**src/rtl/mem_arb_pkg.sv**
```systemverilog
// mem_arb_pkg: shared types and helpers for the memory request arbiter.
//   arb_state_t : arbiter FSM state encoding
//   ARB_FIXED   : lowest-index-wins arbitration
//   ARB_RR      : round-robin arbitration
//   ch_idx_w()  : width of a channel index (clog2 of channel count, minimum 1)
package mem_arb_pkg;

  typedef enum logic [1:0] {
    IDLE = 2'd0,
    WAIT = 2'd1,
    RESP = 2'd2
  } arb_state_t;

  localparam int ARB_FIXED = 0;
  localparam int ARB_RR    = 1;

  function automatic int ch_idx_w(input int num_ch);
    return (num_ch > 1) ? $clog2(num_ch) : 1;
  endfunction

endpackage

```
**src/rtl/arb_rr_pick.sv**
```systemverilog
// arb_rr_pick: combinational winner selection.
//   active    in  NUM_CH  per-channel request (read | write)
//   ptr       in  IW      last granted channel (round-robin only)
//   grant     out NUM_CH  one-hot winner
//   grant_idx out IW      index of the winner
//   grant_vld out 1       any channel active
// ARB_MODE=ARB_RR searches from ptr+1 with wrap; otherwise the lowest
// active index wins and ptr is ignored.
module arb_rr_pick import mem_arb_pkg::*; #(
  parameter int NUM_CH   = 2,
  parameter int ARB_MODE = 0,
  parameter int IW       = ch_idx_w(NUM_CH)
) (
  input  logic [NUM_CH-1:0] active,
  input  logic [IW-1:0]     ptr,
  output logic [NUM_CH-1:0] grant,
  output logic [IW-1:0]     grant_idx,
  output logic              grant_vld
);

  logic [IW-1:0] idx;

  always_comb begin
    grant     = '0;
    grant_idx = '0;
    grant_vld = 1'b0;
    idx       = '0;
    if (ARB_MODE == ARB_RR) begin
      for (int i = 1; i <= NUM_CH; i++) begin
        idx = IW'((int'(ptr) + i) % NUM_CH);
        if (!grant_vld && active[idx]) begin
          grant[idx] = 1'b1;
          grant_idx  = idx;
          grant_vld  = 1'b1;
        end
      end
    end else begin
      for (int i = 0; i < NUM_CH; i++) begin
        idx = IW'(i);
        if (!grant_vld && active[idx]) begin
          grant[idx] = 1'b1;
          grant_idx  = idx;
          grant_vld  = 1'b1;
        end
      end
    end
  end

endmodule

```
**src/rtl/mem_req_arbiter.sv**
```systemverilog
// mem_req_arbiter: shares one variable-latency memory bus between NUM_CH
// requesters. Each completed access returns a one-cycle req_ready pulse.
//   clk, rst            clock, synchronous active-high reset
//   req_read/req_write  per-channel request, held until ready
//   req_addr/req_wdata  packed per-channel address/write data, ch0 in LSBs
//   req_ready/req_err   one-hot completion / abort pulse
//   req_rdata           read data, valid with req_ready, held until next RESP
//   bus_read/bus_write  bus strobes, held through WAIT
//   bus_addr/bus_wdata  latched at grant
//   bus_rdata/bus_ack   bus response
// Optional: define MEM_ARB_WATCHDOG_EN to abort a WAIT that sees no ack
// within TIMEOUT_CYC cycles (req_err pulses with req_ready, req_rdata=0).
//
// state | meaning
// IDLE  | no access in flight; grant the arbitration winner if any
// WAIT  | strobe held on the bus until bus_ack (or watchdog timeout)
// RESP  | one-cycle req_ready pulse to the winner
module mem_req_arbiter import mem_arb_pkg::*; #(
  parameter int NUM_CH      = 2,
  parameter int ADDR_W      = 32,
  parameter int DATA_W      = 32,
  parameter int ARB_MODE    = 0,
  parameter int TIMEOUT_CYC = 64
) (
  input  logic                     clk,
  input  logic                     rst,
  input  logic [NUM_CH-1:0]        req_read,
  input  logic [NUM_CH-1:0]        req_write,
  input  logic [NUM_CH*ADDR_W-1:0] req_addr,
  input  logic [NUM_CH*DATA_W-1:0] req_wdata,
  output logic [NUM_CH-1:0]        req_ready,
  output logic [NUM_CH-1:0]        req_err,
  output logic [DATA_W-1:0]        req_rdata,
  output logic                     bus_read,
  output logic                     bus_write,
  output logic [ADDR_W-1:0]        bus_addr,
  output logic [DATA_W-1:0]        bus_wdata,
  input  logic [DATA_W-1:0]        bus_rdata,
  input  logic                     bus_ack
);

  localparam int IW = ch_idx_w(NUM_CH);

  arb_state_t        state;
  logic [NUM_CH-1:0] active;
  logic [NUM_CH-1:0] pick_oh;
  logic [NUM_CH-1:0] win_oh;
  logic [IW-1:0]     pick_idx;
  logic [IW-1:0]     rr_ptr;
  logic              pick_vld;
  logic              wd_hit;

  logic [ADDR_W-1:0] addr_arr  [NUM_CH];
  logic [DATA_W-1:0] wdata_arr [NUM_CH];

  for (genvar g = 0; g < NUM_CH; g++) begin : g_unpack
    assign addr_arr[g]  = req_addr[g*ADDR_W +: ADDR_W];
    assign wdata_arr[g] = req_wdata[g*DATA_W +: DATA_W];
  end

  assign active = req_read | req_write;

  arb_rr_pick #(
    .NUM_CH   (NUM_CH),
    .ARB_MODE (ARB_MODE),
    .IW       (IW)
  ) u_pick (
    .active    (active),
    .ptr       (rr_ptr),
    .grant     (pick_oh),
    .grant_idx (pick_idx),
    .grant_vld (pick_vld)
  );

`ifdef MEM_ARB_WATCHDOG_EN
  localparam int WDW = (TIMEOUT_CYC > 1) ? $clog2(TIMEOUT_CYC) : 1;
  logic [WDW-1:0] wd_cnt;
  assign wd_hit = (wd_cnt == WDW'(TIMEOUT_CYC - 1));
`else
  assign wd_hit  = 1'b0;
  assign req_err = '0;
`endif

  always_ff @(posedge clk) begin
    if (rst) begin
      state     <= IDLE;
      rr_ptr    <= IW'(NUM_CH - 1);
      win_oh    <= '0;
      bus_read  <= 1'b0;
      bus_write <= 1'b0;
      bus_addr  <= '0;
      bus_wdata <= '0;
      req_ready <= '0;
      req_rdata <= '0;
`ifdef MEM_ARB_WATCHDOG_EN
      wd_cnt    <= '0;
      req_err   <= '0;
`endif
    end else begin
      req_ready <= '0;
`ifdef MEM_ARB_WATCHDOG_EN
      req_err   <= '0;
`endif
      case (state)
        IDLE: begin
          if (pick_vld) begin
            win_oh    <= pick_oh;
            rr_ptr    <= pick_idx;
            bus_addr  <= addr_arr[pick_idx];
            bus_wdata <= wdata_arr[pick_idx];
            // read+write on the same channel is a write
            bus_write <= req_write[pick_idx];
            bus_read  <= !req_write[pick_idx];
`ifdef MEM_ARB_WATCHDOG_EN
            wd_cnt    <= '0;
`endif
            state     <= WAIT;
          end
        end
        WAIT: begin
          // ack is checked first so an ack coincident with timeout completes normally
          if (bus_ack) begin
            bus_read  <= 1'b0;
            bus_write <= 1'b0;
            req_rdata <= bus_write ? '0 : bus_rdata;
            req_ready <= win_oh;
            state     <= RESP;
          end else if (wd_hit) begin
            bus_read  <= 1'b0;
            bus_write <= 1'b0;
            req_rdata <= '0;
            req_ready <= win_oh;
`ifdef MEM_ARB_WATCHDOG_EN
            req_err   <= win_oh;
`endif
            state     <= RESP;
          end
`ifdef MEM_ARB_WATCHDOG_EN
          else begin
            wd_cnt <= wd_cnt + 1'b1;
          end
`endif
        end
        RESP: state <= IDLE;
        default: state <= IDLE;
      endcase
    end
  end

endmodule

```
**config.mk**
```make
export PLATFORM = sky130hd
export DESIGN_NAME = mem_req_arbiter
export DESIGN_NICKNAME = d
export VERILOG_FILES = /design/src/rtl/mem_arb_pkg.sv /design/src/rtl/arb_rr_pick.sv /design/src/rtl/mem_req_arbiter.sv
export SDC_FILE = /design/constraint.sdc
export NUM_CORES = 1
export LEC_CHECK = 0
export ABC_AREA = 1
export BUFFER_PORTS_ARGS = -buffer_cell sky130_fd_sc_hd__buf_2
export CAP_MARGIN = 30
export CORE_AREA = 3 3 112 114
export DETAILED_ROUTE_END_ITERATION = 6
export DIE_AREA = 0 0 115 117
export PLACE_DENSITY = 0.79
export SLEW_MARGIN = 20
export SYNTH_ARGS = -nofsm -noshare
export SYNTH_HDL_FRONTEND = slang
export SYNTH_SLANG_ARGS = --single-unit
export TNS_END_PERCENT = 1
```
**constraint.sdc**
```tcl
create_clock -name clk -period 1.4 [get_ports clk]
set_clock_uncertainty 0.05 [all_clocks]
set_input_delay 0.28 -clock clk [delete_from_list [all_inputs] [get_ports clk]]
set_output_delay 0.28 -clock clk [all_outputs]
set_load 0.02 [all_outputs]
```
# Word-level counts from Yosys, hierarchy flattened
# Cells that the tools add are included.
# W data, S select, Z words.
# word_totals
regBits	104
output_inout_bits	102
inputBits	167
word_cells	47
# classes
eq_ne	3
mux	20
magnitude_cmp	2
bitwise_logic	4
reduce_logical	10
# op_table
cell	n
$mux W32	7
$mux W1	8
$reduce_and A2 Y1	3
$mux W2	2
$ne A2 B2 Y1 const B	2
$pmux W1 S2	2
$pmux W2 S2	1
$reduce_and A3 Y1	1
$reduce_or A3 Y1	1
$eq A2 B1 Y1 const B	1
$ge A2 B2 Y1 const B	1
$logic_not A1 Y1	2
$logic_not A2 Y1	1
$lt A1 B2 Y1 const B	1
$not A1 Y1	2
$not A1 Y2	1
$or A2 B2 Y2	1
$reduce_bool A2 Y1	1
$logic_and A1 B1 Y1	1

# Depth between registers and ports, before layout
# Gate-level depths: netlist of run 1.
# logic_depth
ltp_word	10
mapped_depth	8
depth_no_buf	7

# Hierarchy
# From an unflattened synthesis of run 1, not the netlist that was laid out.
# hier_totals
hier_cells	680
hier_area_um2	4515.6
# modules_own_cells
mod	seq_area_each_um2	cells_each	area_each_um2	n_inst
mem_req_arbiter	2102.0	674	4485.6	1
arb_rr_pick	0.0	6	30.0	1

# Worst setup path after synthesis of run 1
# Ideal clock, no wire load.
# synth_path
path_kind	input to register
from	in req_write[1]
to	reg bus_addr[0]
n_path_buf	2
stages	8
setup_time_ns	0.111
slack_ns	0.220
t_arrival_ns	1.019
t_required_ns	1.239
path_cell_list	nor2_2 nand2_1 nand2_1 buf_4 buf_6 nand2_1 nand2_1 nor2_1
# synth_via
elab_chain_cells	7
elab_cells_between_ends	9
classes_between	5 x mux; 2 x bitwise; 2 x reduce/logical
# synth_lines
item	line_no	rtl
from (decl)	mem_req_arbiter.sv:28	input logic [NUM_CH-1:0] req_write,
$or A2 B2 Y2 *	mem_req_arbiter.sv:61	assign active = req_read | req_write;
$logic_and A1 B1 Y1 *	arb_rr_pick.sv:40	if (!grant_vld && active[idx]) begin
$mux W1	arb_rr_pick.sv:40	
$not A1 Y2 (not written as such)	mem_req_arbiter.sv:109	bus_addr <= addr_arr[pick_idx];
$mux W32 (not written as such) (3 in series)	mem_req_arbiter.sv:109	
to (signal assigned)	mem_req_arbiter.sv:109	
to (decl)	mem_req_arbiter.sv:36	output logic [ADDR_W-1:0] bus_addr,
# Every way passes the cells marked *; elsewhere a longest branch is shown, timed or not. The select of a mux whose other input is x is not followed.
# A chain may end at the register's enable or synchronous reset.

# Final worst setup path of run 1
# layout_path
from	reg state[1]
to	reg bus_wdata[29]
# layout_via
elab_chain_cells	2
# layout_lines
item	line_no	rtl
from (decl)	mem_req_arbiter.sv:44	arb_state_t state;
from (signal assigned)	mem_req_arbiter.sv:86	state <= IDLE;
from (signal assigned)	mem_req_arbiter.sv:117	state <= WAIT;
from (signal assigned)	mem_req_arbiter.sv:127	state <= RESP;
$logic_not A2 Y1	mem_req_arbiter.sv:104	case (state)
$reduce_and A2 Y1 (no line)	-	
to (signal assigned)	mem_req_arbiter.sv:110	bus_wdata <= wdata_arr[pick_idx];
to (decl)	mem_req_arbiter.sv:37	output logic [DATA_W-1:0] bus_wdata,
# No other way between the ends.

==> out/results.ini, run 1 <==
[floorplan]
start_util_pct = 45.8
floorplan.die.width_um = 115
floorplan.core_area_mm2 = 0.0115
rows = 39
io_pins = 269
die_area_mm2 = 0.0135
die-height_um = 117

[place]
gp_congestion = 0.802
io_buffer_count = 266
numPlacedInstances = 1254
post_dp_cell_area_mm2 = 0.00680
hpwl_um = 11200
placement.setup.worst_slack_ns = -0.0162

[synthesis]
netlist_instances = 873
synth.area.top_cells = sky130_fd_sc_hd__dfxtp_1, sky130_fd_sc_hd__nand2_1, sky130_fd_sc_hd__nor2_1
synth_largest_area_cell = sky130_fd_sc_hd__dfxtp_1
synth_top_cells_by_count = sky130_fd_sc_hd__nand2_1, sky130_fd_sc_hd__nor2_1, sky130_fd_sc_hd__inv_1
synth_largest_type_area_fraction_pct = 39.5
synthesized_area_divided_by_synthesized_cell_count_um2 = 6.04
yosys_warnings = 0
most_repeated_cell_in_the_gate_level_netlist_after_synthesis = sky130_fd_sc_hd__nand2_1
synth_edf_count = 0
syn-cell-area_mm2 = 0.00528
synth_cell_types = 19
synth_flop_cell = sky130_fd_sc_hd__dfxtp_1
synth.yosys.seq_area_share_pct = 39.5
synth-seq-cells = 104
asyncSetResetFlopFracSynth_pct = 0

[timing]
min_period_over_period_pct = 93.2
final_max_slew_viol_count = 0
timing.final.hold_violations = 0
timing.final.crit_period_ns = 1.31
fmax_mhz = 766
total_neg_setup_slack_ns = 0
unrepaired_setup_endpoints_after_global_routing = yes
finalSetupViolCount = 0
crit_path_setup_slack_layout_ns = 0.0947

[grt]
grt_use_total_pct = 21.1
grt_antenna_before_repair = 0
vias_in_the_first_global_route = 4875
globalRoute.totalOverflow = 0
grt_first_pass_wirelength_um = 23100
grt_max_degree = 38

[clock_tree]
cts_hold_buf = 0
cts_buffer_depth = 2
clk_latency_ns = 0.34
clk_pin_slew_worst_paths_ns = 0.08
clk_root_buffer_cell = sky130_fd_sc_hd__clkbuf_16
clkSinkCount = 104
h_tree_levels = 3
tritoncts = yes
post_cts_repair_setup_buffers = 0
cts_inserted_buffers = 9

[power_and_ir_drop]
power.density_cell_area_mw_per_mm2 = 1140
cellLeakagePower_nw = 4.24
ir_worst_vdd_v = 0.000610

[worst_setup_path]
cpMaxStageDelayCell = sky130_fd_sc_hd__dfxtp_1
worst_r2r_startpoint = state[1]
critPathCaptureType = register
critical_path_class = register to register
cp.arrival_ns = 1.49
crit_buf_inv = 1
worstPathCellList = nor2_4 > nand2_2 > nand2_8 > clkbuf_16 > nand2_1 > nor2_1 > nor2_1
cp.required_ns = 1.58
critical_path.reg2reg.endpoint = bus_wdata[29]
worstPathMaxFanout = 14
slack_of_the_worst_reg_to_reg_path_ns = 0.09
largest_delay_contributor_family_on_the_critical_path = simple AND/OR/NAND/NOR gates
worst_r2r_path_depth = 7
cp_slowest_stage_delay_ns = 0.34
critPathMostFrequentCell = sky130_fd_sc_hd__nor2_1
crit_path_start_kind = register

[cells_and_area]
fin_area_mm2 = 0.00718
syn_to_final_growth_pct = 36.0
final_cells = 1272
num_antenna_cells = 0
post_route_cells_drive_above_1_share_pct = 28.3
final_core_utilization_pct = 62.3
fillers = 1139
nets = 1291

[drt]
routed_via_density = 4.56
avgRoutedWirePerCell_um = 12.3
initialDrtViolationCount = 428
postRouteAntennaNets = 0
route.vias.total = 5803
drt_wl_total_um = 15700
detailedRoute.firstPassIterationCount = 7
drc = 0

[job]
timing.max_cap.violations = 0

[min_path]
worstHoldEndpoint = win_oh[0]
min_path_type = input pin to register
min_from = rst
whs_path_depth = 2

[outcome]
status = completed

[cell usage in the layout, fill, tap and decap left out]
cell type | synthesis | layout
sky130_fd_sc_hd__dfxtp_1 | 104 | 104
sky130_fd_sc_hd__buf_2 | 27 | 266
sky130_fd_sc_hd__conb_1 | 1 | 2
sky130_fd_sc_hd__inv_1 | 139 | 139
sky130_fd_sc_hd__nand4_1 | 1 | 1
sky130_fd_sc_hd__clkinv_8 | 0 | 1
sky130_fd_sc_hd__nand2_2 | 0 | 4
sky130_fd_sc_hd__nand2_8 | 0 | 1
sky130_fd_sc_hd__o21ai_0 | 32 | 32
sky130_fd_sc_hd__clkinv_4 | 0 | 1
sky130_fd_sc_hd__nor2_1 | 196 | 195
sky130_fd_sc_hd__buf_4 | 3 | 15
sky130_fd_sc_hd__inv_2 | 1 | 1
sky130_fd_sc_hd__nor2_4 | 1 | 3
sky130_fd_sc_hd__inv_8 | 0 | 2
sky130_fd_sc_hd__a21oi_1 | 5 | 5
sky130_fd_sc_hd__nand2_1 | 237 | 233
sky130_fd_sc_hd__nand3b_1 | 1 | 1
sky130_fd_sc_hd__nand3_1 | 98 | 98
sky130_fd_sc_hd__buf_12 | 0 | 10
sky130_fd_sc_hd__inv_12 | 0 | 1
sky130_fd_sc_hd__clkbuf_16 | 0 | 11
sky130_fd_sc_hd__inv_6 | 0 | 2
sky130_fd_sc_hd__nor2_2 | 2 | 1
[final cells by class]
| type | count | area (um^2) | share of cell area, % |
|---|---|---|---|
| clock buffers | 9 | 225 | 3.14 |
| clock inverters | 7 | 81.3 | 1.13 |
| well taps | 143 | 179 | 2.49 |
| inverters | 140 | 526 | 7.32 |
| repair buffers | 293 | 1690 | 23.6 |
| multi-input cells | 576 | 2390 | 33.3 |
| flip-flops and latches | 104 | 2080 | 29.0 |
[per-layer routing]
layer | part of all wire, % | up-vias | wire (um) | global-route usage [%]
met4 | 0.87 | 0 | 136 | 4.54
li1 | - | 3081 | - | -
met2 | 49 | 216 | 7690 | 36.8
met3 | 7.2 | 8 | 1130 | 5.35
met5 | 0 | - | 0 | 0
met1 | 43 | 2498 | 6710 | 26.4
[power by group]
| group | internal (mW) | switching (mW) | total, mW |
|---|---|---|---|
| combinational | 0.877 | 1.38 | 2.25 |
| sequential | 3.23 | 0.133 | 3.36 |
| clock | 1.29 | 1.29 | 2.58 |
[per-stage QoR]
step                      hold slack, ns  total power, mW
after global routing              0.0990             8.67
after CTS                         0.0894             8.21
after floorplan                    0.299             4.84
after global placement             0.373             5.60
final                              0.100             8.19
after detailed placement           0.372             5.62
[registers in the layout, indices dropped and copies added (netlist names)]
name       cells
bus_read       1
req_rdata     32
req_ready      2
win_oh         2
state          2
bus_wdata     32
bus_addr      32
bus_write      1
[how the worst max path moves through the flow]
stage | start | endpoint | cells past startpoint
floorplan | req_write[1] | bus_addr[0] | 8
global placement | req_read[0] | bus_wdata[13] | 9
global route | state[1] | bus_wdata[13] | 7
CTS | state[1] | bus_wdata[13] | 7
finish | state[1] | bus_wdata[29] | 7
detailed placement | req_read[0] | bus_addr[0] | 9
[cells by family after synthesis]
kind of cell	Yosys count	share of synthesized area, %
AO/OA/AOI/OAI	37	3.51
buffers and inverters	194	15.9
AND/OR/NAND/NOR	537	41.0
other	1	0.0711
flip-flops	104	39.5
[what timing repair did]
item / 4_1_cts / 5_1_grt
resized for setup: 0 / 4
hold endpoints to repair: 0 / 0
endpoints found under the setup margin: 0 / 57
(Power assumes the default switching activity.)
==> run 2: changes to the inputs <==
--- a/config.mk
+++ b/config.mk
@@ -8,10 +8,10 @@
 export ABC_AREA = 1
 export BUFFER_PORTS_ARGS = -buffer_cell sky130_fd_sc_hd__buf_2
 export CAP_MARGIN = 30
-export CORE_AREA = 3 3 112 114
+export CORE_AREA = 3 3 113 115
 export DETAILED_ROUTE_END_ITERATION = 6
-export DIE_AREA = 0 0 115 117
-export PLACE_DENSITY = 0.79
+export DIE_AREA = 0 0 116 118
+export PLACE_DENSITY = 0.78
 export SLEW_MARGIN = 20
 export SYNTH_ARGS = -nofsm -noshare
 export SYNTH_HDL_FRONTEND = slang
==> run 2 against run 1 <==
Sequential cell count is the same. First-iteration DRC count shrank 22%. Routed wire length shrank 0.25%. Critical path depth is the same. Total power grew 0.76%. Fmax grew 0.59%. Clock power grew 3%. Count of clock-buffer cells in the layout is the same. Largest power group unchanged.
==> out/results.ini, run 2 (synthesis gave the netlist of run 1 again) <==
[outcome]
status = completed  ; unchanged

[worst_setup_path]
largest_delay_contributor_family_on_the_critical_path = simple AND/OR/NAND/NOR gates  ; unchanged
critPathCaptureType = register  ; unchanged
cp.arrival_ns = 1.49  ; about the same
worstPathCellList = nor2_4 > nand2_1 > nand2_4 > buf_12 > nand2_1 > nor2_1 > nor2_1  ; was nor2_4 > nand2_2 > nand2_8 > clkbuf_16 > nand2_1 > nor2_1 > nor2_1
crit_path_start_kind = register  ; unchanged
worstPathMaxFanout = 25  ; was 14
cp_slowest_stage_delay_ns = 0.33  ; was 0.34 ns
cp.required_ns = 1.59  ; was 1.58 ns
critical_path_class = register to register  ; unchanged
crit_buf_inv = 1  ; unchanged
cpMaxStageDelayCell = sky130_fd_sc_hd__dfxtp_1  ; unchanged

[timing]
total_neg_setup_slack_ns = 0  ; unchanged
final_max_slew_viol_count = 0  ; unchanged
unrepaired_setup_endpoints_after_global_routing = yes  ; unchanged
finalSetupViolCount = 0  ; unchanged
timing.final.crit_period_ns = 1.30  ; was 1.31 ns
min_period_over_period_pct = 92.7  ; was 93.2%
fmax_mhz = 771  ; was 766 MHz
timing.final.hold_violations = 0  ; unchanged

[floorplan]
floorplan.die.width_um = 116  ; was 115 um
start_util_pct = 44.3  ; was 45.8%
floorplan.core_area_mm2 = 0.0119  ; was 0.0115 mm^2
die_area_mm2 = 0.0137  ; was 0.0135 mm^2
die-height_um = 118  ; was 117 um
io_pins = 269  ; unchanged
rows = 40  ; was 39

[clock_tree]
h_tree_levels = 3  ; unchanged
cts_inserted_buffers = 9  ; unchanged
clk_root_buffer_cell = sky130_fd_sc_hd__clkbuf_16  ; unchanged
clk_pin_slew_worst_paths_ns = 0.07  ; was 0.08 ns
tritoncts = yes  ; unchanged
cts_buffer_depth = 2  ; unchanged
clkSinkCount = 104  ; unchanged
clk_latency_ns = 0.35  ; was 0.34 ns
cts_hold_buf = 0  ; unchanged

[place]
hpwl_um = 11400  ; was 11,200 um
io_buffer_count = 266  ; unchanged
numPlacedInstances = 1261  ; was 1,254
gp_congestion = 0.828  ; was 0.802

[min_path]
min_path_type = input pin to register  ; unchanged

[drt]
avgRoutedWirePerCell_um = 12.2  ; was 12.3 um
drc = 0  ; unchanged
route.vias.total = 5847  ; was 5,803
routed_via_density = 4.56  ; about the same
detailedRoute.firstPassIterationCount = 5  ; was 7
initialDrtViolationCount = 332  ; was 428
drt_wl_total_um = 15600  ; was 15,700 um
postRouteAntennaNets = 0  ; unchanged

[cells_and_area]
nets = 1297  ; was 1,291
final_common_cell = sky130_fd_sc_hd__buf_2  ; unchanged
syn_to_final_growth_pct = 36.8  ; was 36.0%
largest_registers = bus_addr: 32 flops, bus_wdata: 32 flops, req_rdata: 32 flops  ; unchanged
num_antenna_cells = 0  ; unchanged
final_cells = 1282  ; was 1,272
post_route_cells_drive_above_1_share_pct = 28.6  ; was 28.3%
most-common-layout-cells = sky130_fd_sc_hd__buf_2, sky130_fd_sc_hd__nand2_1, sky130_fd_sc_hd__nor2_1  ; unchanged

[power_and_ir_drop]
power.combinational.fraction_pct = 27.1  ; was 27.5%
power_switching_mw = 2.73  ; was 2.80 mW
cellLeakagePower_nw = 4.27  ; was 4.24 nW
sw_share_pct = 33.0  ; was 34.1%
p_int_mw = 5.53  ; was 5.40 mW
power.density_cell_area_mw_per_mm2 = 1140  ; about the same
pwr-share-seq_pct = 40.7  ; was 41.0%
clock_power_share_pct = 32.2  ; was 31.5%
ir_worst_vdd_v = 0.000711  ; was 0.000610 V

[grt]
vias_in_the_first_global_route = 5231  ; was 4,875
grt_first_pass_wirelength_um = 24700  ; was 23,100 um
grt_max_degree = 52  ; was 38
grt_antenna_before_repair = 0  ; unchanged
globalRoute.totalOverflow = 0  ; unchanged
grt_use_total_pct = 22.2  ; was 21.1%

[job]
timing.max_cap.violations = 0  ; unchanged

run 2: cell count changes in the layout (fill, tap and decap cells not counted), sizes merged:
cell	previous run	this run
buf	291	299
bufinv	0	1
clkbuf	11	9
clkinv	2	1
run 2: cell type report:
cell class	instances	area, um^2
tap	147	184
timing repair buffer	299	1740
inverter	140	526
clock buffer	9	225
sequential	104	2080
fill	1156	4700
multi-input combinational	576	2380
clock inverter	7	83.8
run 2: per-stage QoR:
step	util, %	power [mW]	hold slack [ns]	setup WS [ns]	cell area (um^2)
6_report	60.6	8.26	0.101	0.102	7220
5_1_grt	60.6	8.73	0.0912	-0.00856	7220
4_1_cts	60.1	8.31	0.0851	0.0634	7160
3_5_place_dp	57.5	5.66	0.384	-0.0868	6850
3_3_place_gp	57.5	5.63	0.384	-0.0552	6850
2_1_floorplan	-	4.84	0.299	0.220	5280
run 2: metal layers:
metal	global-route usage (%)	vias up	part of all wire (%)
li1	-	3092	-
met1	27.6	2499	42
met2	37.2	225	48
met3	4.32	31	7.1
met4	8.85	0	2.7
met5	0	-	0
run 2: timing repair:
item	CTS	global route
resized for setup	0	6
buffers inserted	0	3
endpoints found under the setup margin	0	22
run 2: power groups by stage:
stage | clock [mW] | combinational (mW) | sequential (mW)
after floorplan | 0 | 1.09 | 3.75
after global placement | 0 | 2.21 | 3.42
after detailed placement | 0 | 2.23 | 3.43
after CTS | 2.71 | 2.24 | 3.36
after global routing | 2.82 | 2.52 | 3.39
final | 2.66 | 2.24 | 3.36
run 2: path summary, 6_finish.rpt:
path                                start            end  slack (ns)  cells after the start
worst min register to register  win_oh[0]   req_ready[0]        0.40                      2
worst max-delay path             state[1]  bus_wdata[13]        0.10                      7
worst max register to register   state[1]  bus_wdata[13]        0.10                      7
worst min-delay path                  rst      win_oh[0]        0.10                      2
run 2: worst register-to-register path, cell delays in order (launching register included):
cell                      delay [ns]
sky130_fd_sc_hd__dfxtp_1        0.33
sky130_fd_sc_hd__nor2_4         0.15
sky130_fd_sc_hd__nand2_1        0.12
sky130_fd_sc_hd__nand2_4        0.14
sky130_fd_sc_hd__buf_12         0.18
sky130_fd_sc_hd__nand2_1        0.07
sky130_fd_sc_hd__nor2_1         0.11
sky130_fd_sc_hd__nor2_1         0.05
==> run 3: changes to the inputs <==
--- a/config.mk
+++ b/config.mk
@@ -5,13 +5,14 @@
 export SDC_FILE = /design/constraint.sdc
 export NUM_CORES = 1
 export LEC_CHECK = 0
-export ABC_AREA = 1
+export ABC_AREA = 0
+export ABC_CLOCK_PERIOD_IN_PS = 1160
 export BUFFER_PORTS_ARGS = -buffer_cell sky130_fd_sc_hd__buf_2
 export CAP_MARGIN = 30
-export CORE_AREA = 3 3 113 115
+export CORE_AREA = 3 3 111 113
 export DETAILED_ROUTE_END_ITERATION = 6
-export DIE_AREA = 0 0 116 118
-export PLACE_DENSITY = 0.78
+export DIE_AREA = 0 0 114 116
+export PLACE_DENSITY = 0.75
 export SLEW_MARGIN = 20
 export SYNTH_ARGS = -nofsm -noshare
 export SYNTH_HDL_FRONTEND = slang
==> constraint.sdc (replaced) <==
create_clock -name clk -period 1.16 [get_ports clk]
set_clock_uncertainty 0.05 [all_clocks]
set_input_delay 0.232 -clock clk [delete_from_list [all_inputs] [get_ports clk]]
set_output_delay 0.232 -clock clk [all_outputs]
set_load 0.02 [all_outputs]
==> run 3 against run 2 <==
Synthesized area shrank 16%. Via count shrank 13%. Critical endpoint is now req_rdata[14]. The run now ends with setup timing left. Critical path type unchanged. Sequential power grew 23%.
==> out/results.ini, run 3 <==
[power_and_ir_drop]
cellLeakagePower_nw = 2.91  ; was 4.27 nW
ir_worst_vdd_v = 0.00110  ; was 0.000711 V
total_power_mw = 9.52  ; was 8.26 mW
power.density_cell_area_mw_per_mm2 = 1440  ; was 1140 mW/mm^2

[drt]
postRouteAntennaNets = 0  ; unchanged
routed_via_density = 5.79  ; was 4.56
initialDrtViolationCount = 459  ; was 332
drt_wl_total_um = 15900  ; was 15,600 um
avgRoutedWirePerCell_um = 18.1  ; was 12.2 um
detailedRoute.firstPassIterationCount = 5  ; unchanged
route.vias.total = 5086  ; was 5,847
drc = 0  ; unchanged

[floorplan]
io_pins = 269  ; unchanged
floorplan.core_area_mm2 = 0.0114  ; was 0.0119 mm^2
die_area_mm2 = 0.0132  ; was 0.0137 mm^2
rows = 39  ; was 40
floorplan.die.width_um = 114  ; was 116 um
start_util_pct = 38.8  ; was 44.3%
die-height_um = 116  ; was 118 um

[synthesis]
netlist_instances = 490  ; was 873
most_repeated_cell_in_the_gate_level_netlist_after_synthesis = sky130_fd_sc_hd__dfxtp_1  ; was sky130_fd_sc_hd__nand2_1
asyncSetResetFlopFracSynth_pct = 0  ; unchanged
synth_flop_cell = sky130_fd_sc_hd__dfxtp_1  ; unchanged
synthesized_area_divided_by_synthesized_cell_count_um2 = 9.04  ; was 6.04 um^2
syn-cell-area_mm2 = 0.00443  ; was 0.00528 mm^2
synth_top_cells_by_count = sky130_fd_sc_hd__dfxtp_1, sky130_fd_sc_hd__a21oi_1, sky130_fd_sc_hd__a311oi_1, sky130_fd_sc_hd__nand3_1, sky130_fd_sc_hd__o21ai_0  ; was sky130_fd_sc_hd__nand2_1, sky130_fd_sc_hd__nor2_1, sky130_fd_sc_hd__inv_1
yosys_warnings = 0  ; unchanged
synth.yosys.seq_area_share_pct = 47.0  ; was 39.5%
synth_cell_types = 32  ; was 19
synth_edf_count = 0  ; unchanged
synth-seq-cells = 104  ; unchanged
synth_largest_type_area_fraction_pct = 47.0  ; was 39.5%
synth.area.top_cells = sky130_fd_sc_hd__dfxtp_1, sky130_fd_sc_hd__a311oi_1, sky130_fd_sc_hd__a21oi_1  ; was sky130_fd_sc_hd__dfxtp_1, sky130_fd_sc_hd__nand2_1, sky130_fd_sc_hd__nor2_1
synth_largest_area_cell = sky130_fd_sc_hd__dfxtp_1  ; unchanged

[cells_and_area]
nets = 898  ; was 1,297
most-common-layout-cells = sky130_fd_sc_hd__buf_2, sky130_fd_sc_hd__buf_4, sky130_fd_sc_hd__dfxtp_1  ; was sky130_fd_sc_hd__buf_2, sky130_fd_sc_hd__nand2_1, sky130_fd_sc_hd__nor2_1
post_route_cells_drive_above_1_share_pct = 47.3  ; was 28.6%
num_antenna_cells = 0  ; unchanged
final_cells = 879  ; was 1,282
final_common_cell = sky130_fd_sc_hd__buf_2  ; unchanged
fin_area_mm2 = 0.00663  ; was 0.00722 mm^2
syn_to_final_growth_pct = 49.8  ; was 36.8%
largest_registers = bus_addr: 32 flops, bus_wdata: 32 flops, req_rdata: 32 flops  ; unchanged
final_core_utilization_pct = 58.1  ; was 60.6%

[outcome]
violations_in_the_final_reports = setup timing
status = finished, violations left  ; was completed

[worst_setup_path]
cp.required_ns = 1.39  ; was 1.59 ns
slack_of_the_worst_reg_to_reg_path_ns = -0.24  ; was 0.10 ns
cp.arrival_ns = 1.64  ; was 1.49 ns
worst_r2r_startpoint = state[1]  ; unchanged
critical_path.reg2reg.endpoint = req_rdata[14]  ; was bus_wdata[13]
crit_path_start_kind = register  ; unchanged
worstPathMaxFanout = 32  ; was 25
critical_path_class = register to register  ; unchanged
critPathCaptureType = register  ; unchanged
worst_r2r_path_depth = 5  ; was 7

[clock_tree]
clk_root_buffer_cell = sky130_fd_sc_hd__clkbuf_16  ; unchanged
tritoncts = yes  ; unchanged
clk_latency_ns = 0.34  ; was 0.35 ns
cts_inserted_buffers = 9  ; unchanged
post_cts_repair_setup_buffers = 0  ; unchanged
cts_buffer_depth = 2  ; unchanged
clk_pin_slew_worst_paths_ns = 0.07  ; about the same
clkSinkCount = 104  ; unchanged
h_tree_levels = 3  ; unchanged
cts_hold_buf = 0  ; unchanged

[timing]
timing.final.hold_violations = 0  ; unchanged
unrepaired_setup_endpoints_after_global_routing = yes  ; unchanged
worst_max_slew_pin_slew_ns = 0.540
timing.final.crit_period_ns = 1.40  ; was 1.30 ns
finalSetupViolCount = 97  ; was 0
min_period_over_period_pct = 121  ; was 92.7%
crit_path_setup_slack_layout_ns = -0.241  ; was 0.102 ns
total_neg_setup_slack_ns = -14.77  ; was 0 ns
fmax_mhz = 714  ; was 771 MHz
final_max_slew_viol_count = 0  ; unchanged
timing.max_slew.rel_slack_pct = 64.0
hold-worst-slack_ns = 0.0433  ; was 0.101 ns

[place]
placement.setup.worst_slack_ns = -0.521  ; was -0.0868 ns
post_dp_cell_area_mm2 = 0.00607  ; was 0.00685 mm^2
gp_congestion = 0.830  ; was 0.828
hpwl_um = 10900  ; was 11,400 um
io_buffer_count = 266  ; unchanged
numPlacedInstances = 863  ; was 1,261

[grt]
grt_antenna_before_repair = 0  ; unchanged
grt_max_degree = 50  ; was 52
grt_use_total_pct = 22.4  ; was 22.2%
vias_in_the_first_global_route = 4659  ; was 5,231
grt_first_pass_wirelength_um = 23900  ; was 24,700 um
globalRoute.totalOverflow = 0  ; unchanged

[min_path]
min_from = bus_rdata[27]  ; was rst
whs_path_depth = 2  ; unchanged
worstHoldEndpoint = req_rdata[27]  ; was win_oh[0]
min_path_type = input pin to register  ; unchanged

[job]
timing.max_cap.violations = 0  ; unchanged

==> run 3: final cells by class <==
class,instances,area (um^2)
inverter,1,3.75
fill,991,4790
clock buffer,10,239
sequential,104,2110
tap,143,179
clock inverter,6,51.3
timing repair buffer,296,1970
multi-input combinational,319,2070
==> run 3: routing by layer <==
layer / vias up / global-route usage, % / routed length (um)
met5: - / 0 / 0
met3: 30 / 5.90 / 1540
met4: 0 / 6.73 / 268
met1: 2383 / 28.1 / 6240
met2: 295 / 37.9 / 7880
li1: 2378 / - / -
==> run 3: cell families (layout without fill, tap and decap cells) <==
logic type	Yosys count	after routing	synth area share (%)
and+or+nand+nor	83	83	10.4
buffers and inverters	68	313	7.49
DFF	104	104	47.0
other	1	2	0.0847
AOI/OAI and AO/OA	234	234	35.0
==> run 3: critical path: stages, from the launching register on <==
cell	delay, ns
sky130_fd_sc_hd__dfxtp_2	0.32
sky130_fd_sc_hd__buf_6	0.13
sky130_fd_sc_hd__and4bb_2	0.32
sky130_fd_sc_hd__nor2b_4	0.17
sky130_fd_sc_hd__buf_12	0.18
sky130_fd_sc_hd__a22o_1	0.16
==> run 3: timing repair <==
action,CTS,global route
pin swaps,56,17
endpoints found under the setup margin,117,172
resized for setup,30,84
==> run 3: report_power, final <==
part           leakage, nW  switching [mW]  internal (mW)
clock                0.145            1.40           1.55
combinational         1.90            1.36           1.08
sequential           0.866           0.199           3.93
==> run 3: worst max-delay path by stage <==
stage	endpoint	cells after the start	slack [ns]	from
2_1_floorplan	bus_addr[0]	5	-0.24	req_write[0]
3_3_place_gp	req_rdata[13]	4	-0.59	bus_ack
3_5_place_dp	bus_addr[21]	6	-0.52	req_write[0]
4_1_cts	req_rdata[14]	5	-0.22	state[1]
5_1_grt	req_rdata[14]	5	-0.30	state[1]
6_report	req_rdata[14]	5	-0.24	state[1]
